==> src/rtl/freq_reg_pkg.sv <==
// Shared types, default parameter values and saturating step helper for the
// adaptive frequency regulator.
package freq_reg_pkg;

    typedef enum logic [1:0] {
        WAIT_LOW,
        ARMED,
        MEASURE,
        EVAL
    } state_t;

    localparam int DEF_DIV_W       = 8;
    localparam int DEF_CNT_W       = 9;
    localparam int DEF_DIV_RESET   = 8'h7F;
    localparam int DEF_DIV_MIN     = 1;
    localparam int DEF_DIV_MAX     = 255;
    localparam int DEF_STEP        = 1;
    localparam int DEF_SYNC_STAGES = 2;
    localparam int DEF_LOCK_COUNT  = 4;

    // up=1 adds step clamped at hi, up=0 subtracts step clamped at lo.
    // The extra bit keeps value+step and lo+step from wrapping.
    function automatic logic [31:0] sat_add_sub(
        input logic [31:0] value,
        input logic [31:0] step,
        input logic [31:0] lo,
        input logic [31:0] hi,
        input logic        up
    );
        logic [32:0] wide;
        if (up) begin
            wide = {1'b0, value} + {1'b0, step};
            sat_add_sub = (wide > {1'b0, hi}) ? hi : wide[31:0];
        end else begin
            wide = {1'b0, lo} + {1'b0, step};
            sat_add_sub = ({1'b0, value} < wide) ? lo : (value - step);
        end
    endfunction

endpackage

==> src/rtl/adaptive_frequency_regulator_if.sv <==
// Signal bundle between the PSI source / configuration side (master) and the
// regulator (slave).
interface adaptive_frequency_regulator_if
    import freq_reg_pkg::*;
#(
    parameter int DIV_W = DEF_DIV_W,
    parameter int CNT_W = DEF_CNT_W
);
    logic             PSI;
    logic [DIV_W-1:0] setPeriod;
    logic [DIV_W-1:0] tolerance;
    logic             hold;
    logic [DIV_W-1:0] adjustedDiv;
    logic [CNT_W-1:0] duration;
    logic             inc;
    logic             dec;
    logic             eval_valid;
    logic             locked;
    logic             overflow;

    modport master (
        output PSI, setPeriod, tolerance, hold,
        input  adjustedDiv, duration, inc, dec, eval_valid, locked, overflow
    );

    modport slave (
        input  PSI, setPeriod, tolerance, hold,
        output adjustedDiv, duration, inc, dec, eval_valid, locked, overflow
    );
endinterface

==> src/rtl/psi_edge_detect.sv <==
// PSI synchroniser plus one-cycle delay flop; derives psi_s, rise and fall.
// Latency: SYNC_STAGES cycles to psi_s, rise/fall combinational on psi_s/psi_d.
// Backpressure: none, free-running sampler.
module psi_edge_detect #(
    parameter int SYNC_STAGES = 2
) (
    input  logic clk,
    input  logic rst,
    input  logic psi,
    output logic psi_s,
    output logic rise,
    output logic fall
);

    logic psi_d;

    // Flops reset high so a pulse already in progress at reset release looks
    // like "still high" and is never mistaken for a fresh rising edge.
    generate
        if (SYNC_STAGES == 0) begin : g_nosync
            assign psi_s = psi;
        end else begin : g_sync
            logic [SYNC_STAGES-1:0] sync_q;

            always_ff @(posedge clk or negedge rst) begin
                if (!rst) begin
                    sync_q <= '1;
                end else begin
                    sync_q[0] <= psi;
                    for (int i = 1; i < SYNC_STAGES; i++) begin
                        sync_q[i] <= sync_q[i-1];
                    end
                end
            end

            assign psi_s = sync_q[SYNC_STAGES-1];
        end
    endgenerate

    always_ff @(posedge clk or negedge rst) begin
        if (!rst) begin
            psi_d <= 1'b1;
        end else begin
            psi_d <= psi_s;
        end
    end

    assign rise = psi_s & ~psi_d;
    assign fall = ~psi_s & psi_d;

endmodule

==> src/rtl/adaptive_frequency_regulator.sv <==
// Measures PSI high-time and steps adjustedDiv toward setPeriod +/- tolerance.
// Latency: PSI fall to eval_valid/inc/dec is SYNC_STAGES+2 clk cycles.
// Backpressure: none, one evaluation per PSI pulse.
module adaptive_frequency_regulator
    import freq_reg_pkg::*;
#(
    parameter int DIV_W       = DEF_DIV_W,
    parameter int CNT_W       = DEF_CNT_W,
    parameter int DIV_RESET   = DEF_DIV_RESET,
    parameter int DIV_MIN     = DEF_DIV_MIN,
    parameter int DIV_MAX     = DEF_DIV_MAX,
    parameter int STEP        = DEF_STEP,
    parameter int SYNC_STAGES = DEF_SYNC_STAGES,
    parameter int LOCK_COUNT  = DEF_LOCK_COUNT
) (
    input logic                           clk,
    input logic                           rst,
    adaptive_frequency_regulator_if.slave bus
);

    localparam int               LW       = $clog2(LOCK_COUNT + 1);
    localparam logic [LW-1:0]    LOCK_MAX = LW'(LOCK_COUNT);
    localparam logic [CNT_W-1:0] CNT_MAX  = '1;

    state_t           state_q, state_nxt;
    logic [CNT_W-1:0] cnt_q, cnt_nxt;
    logic             ovf_int_q, ovf_int_nxt;
    logic [CNT_W-1:0] dur_q, dur_nxt;
    logic             ovf_q, ovf_nxt;
    logic [DIV_W-1:0] adj_q, adj_nxt;
    logic [LW-1:0]    lock_cnt_q, lock_cnt_nxt;
    logic             locked_q, locked_nxt;
    logic             inc_q, inc_nxt;
    logic             dec_q, dec_nxt;
    logic             ev_q, ev_nxt;

    logic psi_s, rise, fall;

    psi_edge_detect #(
        .SYNC_STAGES(SYNC_STAGES)
    ) u_edge (
        .clk   (clk),
        .rst   (rst),
        .psi   (bus.PSI),
        .psi_s (psi_s),
        .rise  (rise),
        .fall  (fall)
    );

    // One extra bit so S+T and duration+T cannot wrap.
    logic [CNT_W:0]   s_ext, t_ext, d_ext;
    logic             too_high, too_low;
    logic [DIV_W-1:0] adj_up, adj_dn;

    assign s_ext    = {{(CNT_W + 1 - DIV_W){1'b0}}, bus.setPeriod};
    assign t_ext    = {{(CNT_W + 1 - DIV_W){1'b0}}, bus.tolerance};
    assign d_ext    = {1'b0, dur_q};
    assign too_high = ovf_q || (d_ext > (s_ext + t_ext));
    assign too_low  = (d_ext + t_ext) < s_ext;

    assign adj_up = DIV_W'(sat_add_sub(32'(adj_q), 32'(STEP), 32'(DIV_MIN), 32'(DIV_MAX), 1'b1));
    assign adj_dn = DIV_W'(sat_add_sub(32'(adj_q), 32'(STEP), 32'(DIV_MIN), 32'(DIV_MAX), 1'b0));

    always_comb begin
        state_nxt    = state_q;
        cnt_nxt      = cnt_q;
        ovf_int_nxt  = ovf_int_q;
        dur_nxt      = dur_q;
        ovf_nxt      = ovf_q;
        adj_nxt      = adj_q;
        lock_cnt_nxt = lock_cnt_q;
        locked_nxt   = locked_q;
        inc_nxt      = 1'b0;
        dec_nxt      = 1'b0;
        ev_nxt       = 1'b0;

        case (state_q)
            WAIT_LOW: begin
                if (!psi_s) state_nxt = ARMED;
            end
            ARMED: begin
                if (rise) begin
                    state_nxt   = MEASURE;
                    cnt_nxt     = CNT_W'(1);
                    ovf_int_nxt = 1'b0;
                end
            end
            MEASURE: begin
                if (fall) begin
                    dur_nxt   = cnt_q;
                    ovf_nxt   = ovf_int_q;
                    state_nxt = EVAL;
                end else if (psi_s) begin
                    if (cnt_q == CNT_MAX) ovf_int_nxt = 1'b1;
                    else                  cnt_nxt     = cnt_q + 1'b1;
                end
            end
            EVAL: begin
                ev_nxt = 1'b1;
                if (too_high) begin
                    inc_nxt      = 1'b1;
                    lock_cnt_nxt = '0;
                    locked_nxt   = 1'b0;
                    if (!bus.hold) adj_nxt = adj_up;
                end else if (too_low) begin
                    dec_nxt      = 1'b1;
                    lock_cnt_nxt = '0;
                    locked_nxt   = 1'b0;
                    if (!bus.hold) adj_nxt = adj_dn;
                end else begin
                    if (lock_cnt_q != LOCK_MAX) lock_cnt_nxt = lock_cnt_q + 1'b1;
                    locked_nxt = (lock_cnt_nxt == LOCK_MAX);
                end
                // A pulse may start in this very cycle; catch it without re-arming.
                if (rise) begin
                    state_nxt   = MEASURE;
                    cnt_nxt     = CNT_W'(1);
                    ovf_int_nxt = 1'b0;
                end else begin
                    state_nxt = ARMED;
                end
            end
            default: state_nxt = WAIT_LOW;
        endcase
    end

    always_ff @(posedge clk or negedge rst) begin
        if (!rst) begin
            state_q    <= WAIT_LOW;
            cnt_q      <= '0;
            ovf_int_q  <= 1'b0;
            dur_q      <= '0;
            ovf_q      <= 1'b0;
            adj_q      <= DIV_W'(DIV_RESET);
            lock_cnt_q <= '0;
            locked_q   <= 1'b0;
            inc_q      <= 1'b0;
            dec_q      <= 1'b0;
            ev_q       <= 1'b0;
        end else begin
            state_q    <= state_nxt;
            cnt_q      <= cnt_nxt;
            ovf_int_q  <= ovf_int_nxt;
            dur_q      <= dur_nxt;
            ovf_q      <= ovf_nxt;
            adj_q      <= adj_nxt;
            lock_cnt_q <= lock_cnt_nxt;
            locked_q   <= locked_nxt;
            inc_q      <= inc_nxt;
            dec_q      <= dec_nxt;
            ev_q       <= ev_nxt;
        end
    end

    assign bus.adjustedDiv = adj_q;
    assign bus.duration    = dur_q;
    assign bus.inc         = inc_q;
    assign bus.dec         = dec_q;
    assign bus.eval_valid  = ev_q;
    assign bus.locked      = locked_q;
    assign bus.overflow    = ovf_q;

endmodule
==> src/flat_wrapper.sv <==
// flat-port wrapper written by rule: the top's interface ports become plain ports
module adaptive_frequency_regulator_flat import freq_reg_pkg::*;
#(
    parameter int DIV_W       = DEF_DIV_W,
    parameter int CNT_W       = DEF_CNT_W,
    parameter int DIV_RESET   = DEF_DIV_RESET,
    parameter int DIV_MIN     = DEF_DIV_MIN,
    parameter int DIV_MAX     = DEF_DIV_MAX,
    parameter int STEP        = DEF_STEP,
    parameter int SYNC_STAGES = DEF_SYNC_STAGES,
    parameter int LOCK_COUNT  = DEF_LOCK_COUNT
)
  (clk, rst, bus_PSI, bus_setPeriod, bus_tolerance, bus_hold, bus_adjustedDiv, bus_duration, bus_inc, bus_dec, bus_eval_valid, bus_locked, bus_overflow);
  adaptive_frequency_regulator_if #(.DIV_W(DIV_W), .CNT_W(CNT_W)) bus_i ();
  input logic clk;
  input logic rst;
  input wire logic [$bits(bus_i.PSI)-1:0] bus_PSI;
  input wire logic [$bits(bus_i.setPeriod)-1:0] bus_setPeriod;
  input wire logic [$bits(bus_i.tolerance)-1:0] bus_tolerance;
  input wire logic [$bits(bus_i.hold)-1:0] bus_hold;
  output wire logic [$bits(bus_i.adjustedDiv)-1:0] bus_adjustedDiv;
  output wire logic [$bits(bus_i.duration)-1:0] bus_duration;
  output wire logic [$bits(bus_i.inc)-1:0] bus_inc;
  output wire logic [$bits(bus_i.dec)-1:0] bus_dec;
  output wire logic [$bits(bus_i.eval_valid)-1:0] bus_eval_valid;
  output wire logic [$bits(bus_i.locked)-1:0] bus_locked;
  output wire logic [$bits(bus_i.overflow)-1:0] bus_overflow;
  assign bus_i.PSI = bus_PSI;
  assign bus_i.setPeriod = bus_setPeriod;
  assign bus_i.tolerance = bus_tolerance;
  assign bus_i.hold = bus_hold;
  assign bus_adjustedDiv = bus_i.adjustedDiv;
  assign bus_duration = bus_i.duration;
  assign bus_inc = bus_i.inc;
  assign bus_dec = bus_i.dec;
  assign bus_eval_valid = bus_i.eval_valid;
  assign bus_locked = bus_i.locked;
  assign bus_overflow = bus_i.overflow;
  adaptive_frequency_regulator #(.DIV_W(DIV_W), .CNT_W(CNT_W), .DIV_RESET(DIV_RESET), .DIV_MIN(DIV_MIN), .DIV_MAX(DIV_MAX), .STEP(STEP), .SYNC_STAGES(SYNC_STAGES), .LOCK_COUNT(LOCK_COUNT)) u_core (.clk(clk), .rst(rst), .bus(bus_i));
endmodule
==> config.mk <==
export PLATFORM = sky130hd
export DESIGN_NAME = adaptive_frequency_regulator_flat
export DESIGN_NICKNAME = d
export VERILOG_FILES = /design/src/rtl/freq_reg_pkg.sv /design/src/rtl/adaptive_frequency_regulator_if.sv /design/src/rtl/psi_edge_detect.sv /design/src/rtl/adaptive_frequency_regulator.sv /design/src/flat_wrapper.sv
export SDC_FILE = /design/constraint.sdc
export NUM_CORES = 1
export LEC_CHECK = 0
export ABC_AREA = 1
export ABC_CLOCK_PERIOD_IN_PS = 6600
export CAP_MARGIN = 40
export CORE_AREA = 5 5 84 86
export CTS_BUF_LIST = sky130_fd_sc_hd__clkbuf_4 sky130_fd_sc_hd__clkbuf_8 sky130_fd_sc_hd__clkbuf_16
export DETAILED_ROUTE_END_ITERATION = 7
export DIE_AREA = 0 0 89 91
export PLACE_DENSITY = 0.82
export SLEW_MARGIN = 20
export SYNTH_ARGS = -nofsm -noshare
export SYNTH_HDL_FRONTEND = slang
export SYNTH_SLANG_ARGS = --single-unit
==> constraint.sdc <==
create_clock -name clk -period 6.6 [get_ports clk]
set_input_delay 1.98 -clock clk [delete_from_list [all_inputs] [get_ports clk]]
set_output_delay 1.98 -clock clk [all_outputs]
set_load 0.01 [all_outputs]
==> key figures, run 1 <==
Outcome
  – Status: completed

Global routing
  – Total Routing Usage GR: 18.04%
  – First-pass GRT wire length: 11990 microns
  – Remaining global-route overflow: 0
  – Largest net degree at the start of global routing: 27
  – Initial antenna violation count: 0
  – Vias in the first global route: 2811

Synth
  – Netlist Area Pre-Place: 3337 sq um
  – Synth cell types: 40
  – Yosys warns: 0
  – Syn_nets: 509
  – Yosys reg bits: 40
  – Synth top cells by count: 125 x nand2_1, 62 x inv_1, 39 x ha_1, 30 x dfrtp_1, 30 x nand3_1
  – Sequential fraction of the synthesis area: 30.37%
  – Cell count after synthesis: 448
  – Ys flop type: dfrtp_1
  – Number of synthesized flops with an enable pin: 0
  – Synth area leaders: dfrtp_1 22%, ha_1 15%, nand2_1 14%
  – Top cell type's share of synthesized area: 22.50%
  – Syn Area/Cell: 7.449 sq um
  – Largest area contributor in the netlist: dfrtp_1
  – Ys async rst share: 100.0%
  – Count leader, synth: nand2_1

Floorplanning
  – Boundary Pins: 42
  – Die width: 89 microns
  – Core ar.: 6205 sq um
  – Initial Util: 53.78%
  – Num rows: 29
  – Die area: 8099 sq um
  – DIE HEIGHT: 91 microns

Timing
  – Endpoints failing setup: 0
  – RSZ-0062 raised after global routing: false
  – Slew Limit Fails: 0
  – Setup TNS: 0 ns
  – Tmin final: 4.886 ns
  – Headroom to the max-slew limit: 61.56%
  – Skew final: 0.009923 ns
  – Fin crit share: 74.04%
  – Worst-Margin Slew: 0.5750 ns
  – Maximum clock frequency: 204.6 MHz
  – Final hold viol count: 0

Clock tree
  – Post-CTS setup buffers: 0
  – # resized after CTS: 0
  – Hold Buf Count CTS: 0
  – Clock Latency Late Sink: 0.29 ns
  – TritonCTS Sinks: 40
  – Number of H-tree levels: 2
  – CTS tree: yes
  – Worst-path clk slew: 0.08 ns
  – Clock tree buffer depth: 2
  – CTS Buf Count: 5
  – Clock Root Buffer: clkbuf_8

Critical path
  – CP max FO: 13
  – FF-to-FF setup slack: 3.74 ns
  – Worst reg2reg path depth: 16
  – Crit Path Class: input port to flop
  – Crit path to: u_core.bus.adjustedDiv[7]
  – WP data required: 6.78 ns
  – CP Cell Sequence: clkdlybuf4s50_1 -> ha_1 -> fa_1 -> nand3_1 -> nand2_1 -> a21oi_1 -> o21bai_1 -> a21o_1 -> a21oi_1 -> ha_1 -> inv_1 -> nor2_1 -> nand3_1 -> nand3_1 -> nand2_1 -> nand2_2 -> inv_2 -> nand2_2 -> nand2_4 -> nand2_1 -> nand2_1
  – Worst Setup SP: bus_tolerance[0]
  – Most frequent CP cell: nand2_1
  – Crit path largest cell delay: 0.43 ns
  – Arr. time, crit path: 5.07 ns
  – Buf/Inv on CP: 3
  – Highest-delay cell along the critical path: clkdlybuf4s50_1
  – Crit path depth: 21
  – CP delay by family, top: simple AND/OR/NAND/NOR gates
  – Endpoint class of the critical path: flop
  – Worst r2r src: u_core.bus.duration[0]
  – Critical path launch point type: input port
  – R2R Path End: u_core.bus.adjustedDiv[7]

Placed design
  – HPWL Detailed: 5876 microns
  – Number of port buffers: 41
  – Cells after DPL: 562
  – Gpl congestion: 0.9144

Pwr
  – PD cells: 253.2 nW/um^2
  – Internal power: 601.5 uW
  – Switch Pwr: 393.4 uW
  – Leak: 0.002006 uW
  – Max VDD drop: 0.1796 mV
  – Net Sw Frac: 39.54%
  – Share of power burned in registers: 35.0%
  – Clock share of power: 20.0%
  – Comb power frac: 44.9%

Route
  – Iter 0 DRT Violations: 131
  – Top Metal Used: met4
  – DR vias: 2964
  – Met3 WL: 383 microns
  – Met2 wire length: 3370 microns
  – Via density per instance: 5.200
  – Antenna-violating nets left: 0
  – Routed length per instance: 12.54 microns
  – 1st-pass router iterations: 4
  – M1 WL: 3308 microns
  – DRC: 0
  – DRT Wirelength: 7150 microns

Layout
  – Fraction of layout cells with a size suffix above 1: 10.14%
  – Layout filler cell count: 539
  – Nets: 553
  – Final std cells w/o fill: 570
  – Final antenna diode count: 0
  – Layout area overhead: 17.74%

Worst hold path
  – Hold Path Class: flop to flop

Flow run
  – Maxcap violations: 0
metrics by stage:
step	hold slack (ns)	util [%]	setup WS, ns	total power, uW	cell area [sq um]
floorplan	0.3452	-	2.285	661.9	3337
global placement	0.3473	61.20	1.572	784.6	3797
detailed placement	0.3482	61.52	1.413	801.4	3817
CTS	0.3544	63.32	1.721	1003	3929
global route	0.3680	63.32	1.364	1083	3929
finish	0.3585	63.32	1.714	994.9	3929
layout by cell type, fill, tap and decap left out, types with 14 or more instances in the layout:
master,count
clkdlybuf4s50_1,40
inv_1,62
ha_1,39
a21oi_1,20
nand3_1,30
xor2_1,14
o21ai_0,18
dfrtp_1,30
nor2_1,22
nand2_1,125
logic make-up (layout without fill, tap and decap cells):
kind of cell               Yosys count  after routing  synth area share [%]
DFF                                 40             40                 30.37
and+or+nand+nor                    218            218                 29.92
muxes                                1              1                0.3374
adders and majority gates           41             41                 15.82
xor gates and xnor gates            19             19                 4.987
AOI/OAI and AO/OA                   56             56                 9.674
buffers and inverters               73            118                 8.886
power groups by stage:
stage | Combinational, uW | Sequential, uW | Clock, uW
CTS | 451 | 349 | 203
global route | 513 | 357 | 214
floorplan | 319 | 343 | 0
global placement | 432 | 353 | 0
finish | 447 | 348 | 199
detailed placement | 448 | 353 | 0
state kept, by name, summed over array words and instances, names as in the netlist:
name                         cells
u_core.bus.dec                   1
u_core.bus.locked                1
u_core.ovf_int_q                 1
u_core.bus.overflow              1
u_core.lock_cnt_q                3
u_core.bus.duration              9
u_core.bus.adjustedDiv           8
u_core.bus.inc                   1
u_core.state_q                   2
u_core.bus.eval_valid            1
u_core.u_edge.g_sync.sync_q      2
u_core.u_edge.psi_d              1
u_core.cnt_q                     9
layout make-up:
type                            instances  area (sq um)  area share (%)
Multi-Input combinational cell        335          2027           51.59
Sequential cell                        40          1013           25.80
Clock inverter                          2         35.03          0.8917
Inverter                               68         255.2           6.497
Clock buffer                            6         76.32           1.943
Tap cell                               77         96.34           2.452
Timing Repair Buffer                   42         425.4           10.83
worst min path at each step:
stage                                         from                        endpoint  slack (ns)  depth (start not counted)
detailed placement  u_core.u_edge.g_sync.sync_q[0]  u_core.u_edge.g_sync.sync_q[1]        0.35                          0
CTS                 u_core.u_edge.g_sync.sync_q[0]  u_core.u_edge.g_sync.sync_q[1]        0.35                          0
floorplan           u_core.u_edge.g_sync.sync_q[0]  u_core.u_edge.g_sync.sync_q[1]        0.35                          0
global route        u_core.u_edge.g_sync.sync_q[0]  u_core.u_edge.g_sync.sync_q[1]        0.37                          0
finish              u_core.u_edge.g_sync.sync_q[0]  u_core.u_edge.g_sync.sync_q[1]        0.36                          0
global placement    u_core.u_edge.g_sync.sync_q[0]  u_core.u_edge.g_sync.sync_q[1]        0.35                          0
metal layers:
metal / vias to the layer above / track usage (%)
met5: - / 0
met4: 0 / 4.591
met3: 7 / 3.167
met2: 68 / 29.58
met1: 1359 / 24.57
li1: 1530 / -
No activity file was read; power rests on OpenSTA's default activity.
==> run 2, diff against run 1 <==
ABC_CLOCK_PERIOD_IN_PS = 4700   (was 6600)
clock period = 4.7 ns   (was 6.6 ns; I/O delays follow)
==> run 2 against run 1 <==
- critical path depth unchanged
- total power up 36%
- clock skew up 0.00070 ns
- core utilization down 0.24 points
- clock power up 13%
- first-iteration DRC count down 24%
- routed wire length up 1.6%
- worst setup slack worse by 1.3 ns
- register-to-register slack worse by 2.0 ns
- largest power group unchanged
==> key figures, run 2 (synthesis results as in run 1) <==
Layout
  – Final antenna diode count: 0 (unchanged)
  – Nets: 554 (+0.18%)
  – Layout area overhead: 17.29%
  – Layout filler cell count: 538 (-0.19%)
  – Most frequent cells in the layout: 125 x nand2_1, 62 x inv_1, 40 x clkdlybuf4s50_1, 39 x ha_1
  – Final std cells w/o fill: 571 (+0.18%)
  – Commonest non-fill, non-tap cell in the layout: nand2_1
  – Fraction of layout cells with a size suffix above 1: 10.32% (+0.18 points)

Critical path
  – CP max FO: 5 (-8)
  – WP data required: 4.93 ns (-1.85 ns)
  – Arr. time, crit path: 4.50 ns (-0.57 ns)
  – Critical path launch point type: input port
  – Crit Path Class: input port to flop
  – Endpoint class of the critical path: flop

Placed design
  – Cells after DPL: 563 (+0.18%)
  – HPWL Detailed: 5892 microns (+0.27%)
  – Gpl congestion: 0.9258 (+1.2%)
  – DP Worst Slack: 0.1653 ns (-1.248 ns)
  – Number of port buffers: 41 (unchanged)

Global routing
  – Largest net degree at the start of global routing: 28 (+3.7%)
  – Initial antenna violation count: 0 (unchanged)
  – First-pass GRT wire length: 12430 microns (+3.7%)
  – Vias in the first global route: 2832 (+0.75%)
  – Total Routing Usage GR: 18.57% (+0.53 points)
  – Remaining global-route overflow: 0 (unchanged)

Timing
  – Final hold viol count: 0 (unchanged)
  – Worst-Margin Slew: 0.5876 ns (+0.01255 ns)
  – Maximum clock frequency: 234.5 MHz
  – Setup TNS: 0 ns (unchanged)
  – Headroom to the max-slew limit: 60.72% (-0.84 points)
  – Fin crit share: 90.75%
  – Skew final: 0.01062 ns (+0.0007017 ns)
  – Worst hold margin: 0.3587 ns (+0.0002120 ns)
  – Slew Limit Fails: 0 (unchanged)
  – Tmin final: 4.265 ns
  – Final worst slack: 0.4348 ns (-1.279 ns)
  – RSZ-0062 raised after global routing: false
  – Endpoints failing setup: 0 (unchanged)

Clock tree
  – CTS Buf Count: 5 (unchanged)
  – Number of H-tree levels: 2 (unchanged)
  – Clock Latency Late Sink: 0.29 ns (about the same)
  – Clock tree buffer depth: 2 (unchanged)
  – CTS tree: yes
  – Hold Buf Count CTS: 0 (unchanged)
  – # resized after CTS: 0 (unchanged)
  – Clock Root Buffer: clkbuf_8
  – Worst-path clk slew: 0.07 ns (about the same)
  – Post-CTS setup buffers: 0 (unchanged)
  – TritonCTS Sinks: 40 (unchanged)

Floorplanning
  – Core ar.: 6205 sq um (unchanged)
  – Boundary Pins: 42 (unchanged)
  – Die area: 8099 sq um (unchanged)
  – Initial Util: 53.78% (unchanged)
  – DIE HEIGHT: 91 microns (unchanged)
  – Die width: 89 microns (unchanged)
  – Num rows: 29 (unchanged)

Route
  – 1st-pass router iterations: 4 (unchanged)
  – Met2 wire length: 3332 microns (-1.1%)
  – Via density per instance: 5.238 (+0.73%)
  – Iter 0 DRT Violations: 100 (-24%)
  – Antenna-violating nets left: 0 (unchanged)
  – Met3 WL: 376 microns (-1.8%)
  – DRT Wirelength: 7262 microns (+1.6%)
  – M1 WL: 3448 microns (+4.2%)
  – DRC: 0 (unchanged)
  – DR vias: 2991 (+0.91%)
  – Routed length per instance: 12.72 microns (+1.4%)
  – Top Metal Used: met4

Worst hold path
  – Hold Path Class: flop to flop

Flow run
  – Maxcap violations: 0 (unchanged)

Outcome
  – Status: completed

Pwr
  – Comb power frac: 47.1% (+2.2 points)
  – PD cells: 345.9 nW/um^2 (+37%)
  – Max VDD drop: 0.3256 mV (+81%)
  – Net Sw Frac: 41.30% (+1.8 points)
  – Leak: 0.001997 uW (-0.44%)
  – Internal power: 794.7 uW (+32%)
  – Share of power burned in registers: 36.3% (+1.3 points)
  – Clock share of power: 16.6% (-3.4 points)
  – Design Power: 1354 uW (+36%)
  – Switch Pwr: 559.2 uW (+42%)
-- run 2: critical path, cell delays in order --
cell	delay, ns
clkdlybuf4s50_1	0.43
ha_1	0.24
fa_1	0.41
nand3_1	0.08
nand2_1	0.08
a21oi_1	0.14
o21bai_1	0.11
a21o_1	0.17
a21oi_1	0.14
ha_1	0.26
inv_1	0.06
nor2_1	0.06
nand3_1	0.08
nand3_1	0.07
nand2_1	0.07
nand2_2	0.09
nor2_1	0.29
nand2_1	0.10
nand2_1	0.09
nand2_1	0.05
nand2_1	0.06
-- run 2: final cells by class --
class | count | area, sq um | share of cell area [%]
inverter | 68 | 255.2 | 6.522
clock inverter | 2 | 12.51 | 0.3197
multi-input combinational | 335 | 2027 | 51.79
timing repair buffer | 43 | 432.9 | 11.06
clock buffer | 6 | 76.32 | 1.950
sequential | 40 | 1013 | 25.90
tap | 77 | 96.34 | 2.462
-- run 2: final timing paths --
kind / cells past startpoint / start / end / slack, ns
setup / recovery: 21 / bus_tolerance[0] / u_core.bus.adjustedDiv[1] / 0.43
hold / removal: 0 / u_core.u_edge.g_sync.sync_q[0] / u_core.u_edge.g_sync.sync_q[1] / 0.36
setup reg to reg: 16 / u_core.bus.duration[0] / u_core.bus.adjustedDiv[4] / 1.78
hold reg to reg: 0 / u_core.u_edge.g_sync.sync_q[0] / u_core.u_edge.g_sync.sync_q[1] / 0.36
max in group asynchronous: 2 / rst / u_core.bus.adjustedDiv[4] / 3.17
min in group asynchronous: 1 / rst / u_core.cnt_q[4] / 1.01
-- run 2: power groups by stage --
stage               clock network (uW)  logic (uW)  registers (uW)
CTS                                231         640             491
global placement                     0         611             496
finish                             225         638             491
global route                       243         729             502
floorplan                            0         448             482
detailed placement                   0         635             496
-- run 2: per-layer routing --
| metal | up-vias | GRT usage [%] |
|---|---|---|
| met5 | - | 0 |
| met4 | 0 | 4.218 |
| met1 | 1368 | 26.20 |
| li1 | 1539 | - |
| met2 | 74 | 29.52 |
| met3 | 10 | 3.529 |
-- run 2: stage by stage --
stage | instance area (sq um) | utilization, %
2_1_floorplan | 3337 | -
3_3_place_gp | 3805 | 61.32
3_5_place_dp | 3825 | 61.65
4_1_cts | 3914 | 63.08
5_1_grt | 3914 | 63.08
6_report | 3914 | 63.08
==> run 3, diff against run 2 <==
SETUP_SLACK_MARGIN = 0.15   (was not set)
==> run 3 against run 2 <==
- final cell count did not move
- fmax rose by 1.2%
- sequential cell count unchanged
- largest power group unchanged
- routed wire length decreased by 0.17%
- global-route usage did not move
- core utilization about the same
- hold slack about the same
- critical endpoint is now u_core.bus.adjustedDiv[4]
- largest cell class unchanged
==> key figures, run 3 (synthesis results as in run 1) <==
Pwr
  – PD cells: 346.4 nW/um^2 (+0.15%)
  – Leak: 0.001997 uW (about the same)
  – Max VDD drop: 0.3260 mV (+0.12%)

Timing
  – Setup TNS: 0 ns (unchanged)
  – RSZ-0062 raised after global routing: false
  – Maximum clock frequency: 237.4 MHz (+1.2%)
  – Worst-Margin Slew: 0.5876 ns (unchanged)
  – Tmin final: 4.213 ns (-0.05222 ns)
  – Slew Limit Fails: 0 (unchanged)
  – Endpoints failing setup: 0 (unchanged)
  – Skew final: 0.009868 ns (-0.0007562 ns)
  – Headroom to the max-slew limit: 60.72% (unchanged)
  – Final hold viol count: 0 (unchanged)
  – Fin crit share: 89.64% (-1.1 points)

Floorplanning
  – Die width: 89 microns (unchanged)
  – Core ar.: 6205 sq um (unchanged)
  – Num rows: 29 (unchanged)
  – DIE HEIGHT: 91 microns (unchanged)
  – Die area: 8099 sq um (unchanged)
  – Initial Util: 53.78% (unchanged)
  – Boundary Pins: 42 (unchanged)

Critical path
  – Most frequent CP cell: nand2_1
  – CP Cell Sequence: clkdlybuf4s50_1 -> ha_1 -> fa_1 -> nand3_1 -> nand2_1 -> a21oi_1 -> o21bai_1 -> a21o_1 -> a21oi_1 -> ha_1 -> inv_1 -> nor2_1 -> nand3_1 -> nand3_1 -> nand2_1 -> nand2_2 -> inv_2 -> nand2_2 -> nand2_4 -> nand2_1 -> nand2_1
  – Buf/Inv on CP: 3 (+1)
  – Critical path launch point type: input port
  – Worst r2r src: u_core.bus.duration[0]
  – Arr. time, crit path: 4.43 ns (-0.07 ns)
  – Worst reg2reg path depth: 16 (unchanged)
  – Worst Setup SP: bus_tolerance[0]
  – R2R Path End: u_core.bus.adjustedDiv[4]
  – Endpoint class of the critical path: flop
  – Highest-delay cell along the critical path: clkdlybuf4s50_1
  – Crit path largest cell delay: 0.43 ns (about the same)
  – WP data required: 4.91 ns (-0.02 ns)
  – FF-to-FF setup slack: 1.79 ns (about the same)
  – CP delay by family, top: simple AND/OR/NAND/NOR gates
  – Crit Path Class: input port to flop
  – CP max FO: 8 (+3)

Placed design
  – Number of port buffers: 41 (unchanged)
  – HPWL Detailed: 5892 microns (unchanged)
  – Gpl congestion: 0.9258 (unchanged)

Clock tree
  – # resized after CTS: 0 (unchanged)
  – CTS tree: yes
  – Post-CTS setup buffers: 0 (unchanged)
  – CTS Buf Count: 5 (unchanged)
  – TritonCTS Sinks: 40 (unchanged)
  – Clock Root Buffer: clkbuf_8
  – Number of H-tree levels: 2 (unchanged)
  – Worst-path clk slew: 0.07 ns (about the same)
  – Clock tree buffer depth: 2 (unchanged)
  – Hold Buf Count CTS: 0 (unchanged)
  – Clock Latency Late Sink: 0.29 ns (about the same)

Layout
  – Nets: 554 (unchanged)
  – Final antenna diode count: 0 (unchanged)
  – Fraction of layout cells with a size suffix above 1: 10.53% (+0.20 points)
  – Layout area overhead: 17.36% (about the same)
  – Layout filler cell count: 538 (unchanged)
  – Most frequent cells in the layout: 125 x nand2_1, 62 x inv_1, 40 x clkdlybuf4s50_1, 39 x ha_1
  – Final core utilization: 63.12% (about the same)
  – Commonest non-fill, non-tap cell in the layout: nand2_1

Global routing
  – First-pass GRT wire length: 12430 microns (unchanged)
  – Initial antenna violation count: 0 (unchanged)
  – Total Routing Usage GR: 18.57% (unchanged)
  – Vias in the first global route: 2832 (unchanged)
  – Largest net degree at the start of global routing: 28 (unchanged)
  – Remaining global-route overflow: 0 (unchanged)

Worst hold path
  – Worst Hold Path Cells: 0 (unchanged)
  – Hold Path Class: flop to flop
  – Worst Hold Launch: u_core.u_edge.g_sync.sync_q[0]
  – Min-Delay Endpoint: u_core.u_edge.g_sync.sync_q[1]

Route
  – Via density per instance: 5.226 (-0.23%)
  – Routed length per instance: 12.70 microns (-0.17%)
  – Antenna-violating nets left: 0 (unchanged)
  – Iter 0 DRT Violations: 100 (unchanged)
  – DR vias: 2984 (-0.23%)
  – DRC: 0 (unchanged)
  – 1st-pass router iterations: 4 (unchanged)
  – DRT Wirelength: 7250 microns (-0.17%)

Flow run
  – Maxcap violations: 0 (unchanged)

Outcome
  – Status: completed
run 3: changes by cell type in the layout (fill, tap and decap cells not counted):
cell	before	now
nor2_2	4	5
nor2_1	22	21
run 3: cell type report:
cell class / count / area (sq um) / share of cell area, %
Multi-Input combinational cell: 335 / 2029 / 51.82
Timing Repair Buffer: 43 / 432.9 / 11.05
Inverter: 68 / 255.2 / 6.518
Clock buffer: 6 / 76.32 / 1.949
Sequential cell: 40 / 1013 / 25.88
Tap cell: 77 / 96.34 / 2.460
Clock inverter: 2 / 12.51 / 0.3195
run 3: stage by stage:
stage                     hold slack, ns  worst slack [ns]  std cells  power (uW)  cell area (sq um)
after floorplan                   0.3452            0.9546        448       929.5               3337
after global placement            0.3475            0.3232        562        1107               3805
after detailed placement          0.3488            0.1653        563        1132               3825
after CTS                         0.3602            0.4627        571        1362               3914
after global routing              0.3709            0.1525        571        1478               3916
final                             0.3587            0.4870        571        1357               3916
run 3: worst max path at each step:
| stage | endpoint | slack, ns | cells after the start |
|---|---|---|---|
| after CTS | u_core.bus.adjustedDiv[1] | 0.46 | 21 |
| final | u_core.bus.adjustedDiv[4] | 0.49 | 21 |
| after global routing | u_core.bus.adjustedDiv[7] | 0.15 | 21 |
| after floorplan | u_core.bus.adjustedDiv[7] | 0.95 | 20 |
| after detailed placement | u_core.bus.adjustedDiv[1] | 0.17 | 21 |
| after global placement | u_core.bus.adjustedDiv[2] | 0.32 | 21 |
run 3: where the power goes:
group,switching [uW],internal (uW)
registers,76.4,415
clock network,116,109
logic,369,272
run 3: worst register-to-register path, stage by stage (launching register included):
cell and delay (ns):
dfrtp_1 0.42, ha_1 0.27, fa_1 0.43, nand3_1 0.12, nand3_2 0.10, xor2_1 0.16, ha_1 0.27, nand2_1 0.09
a21oi_1 0.04, nor2_1 0.08, nand2_1 0.08, a21oi_1 0.27, nand2_4 0.12, nand2_2 0.12, nand2_4 0.10, nand2_1 0.10
nand2_1 0.06
run 3: routing by layer:
layer | vias to the layer above | track usage [%] | routed length [microns]
met1 | 1364 | 26.20 | 3412
met5 | - | 0 | 0
met3 | 10 | 3.529 | 390
li1 | 1540 | - | -
met2 | 70 | 29.52 | 3341
met4 | 0 | 4.218 | 105
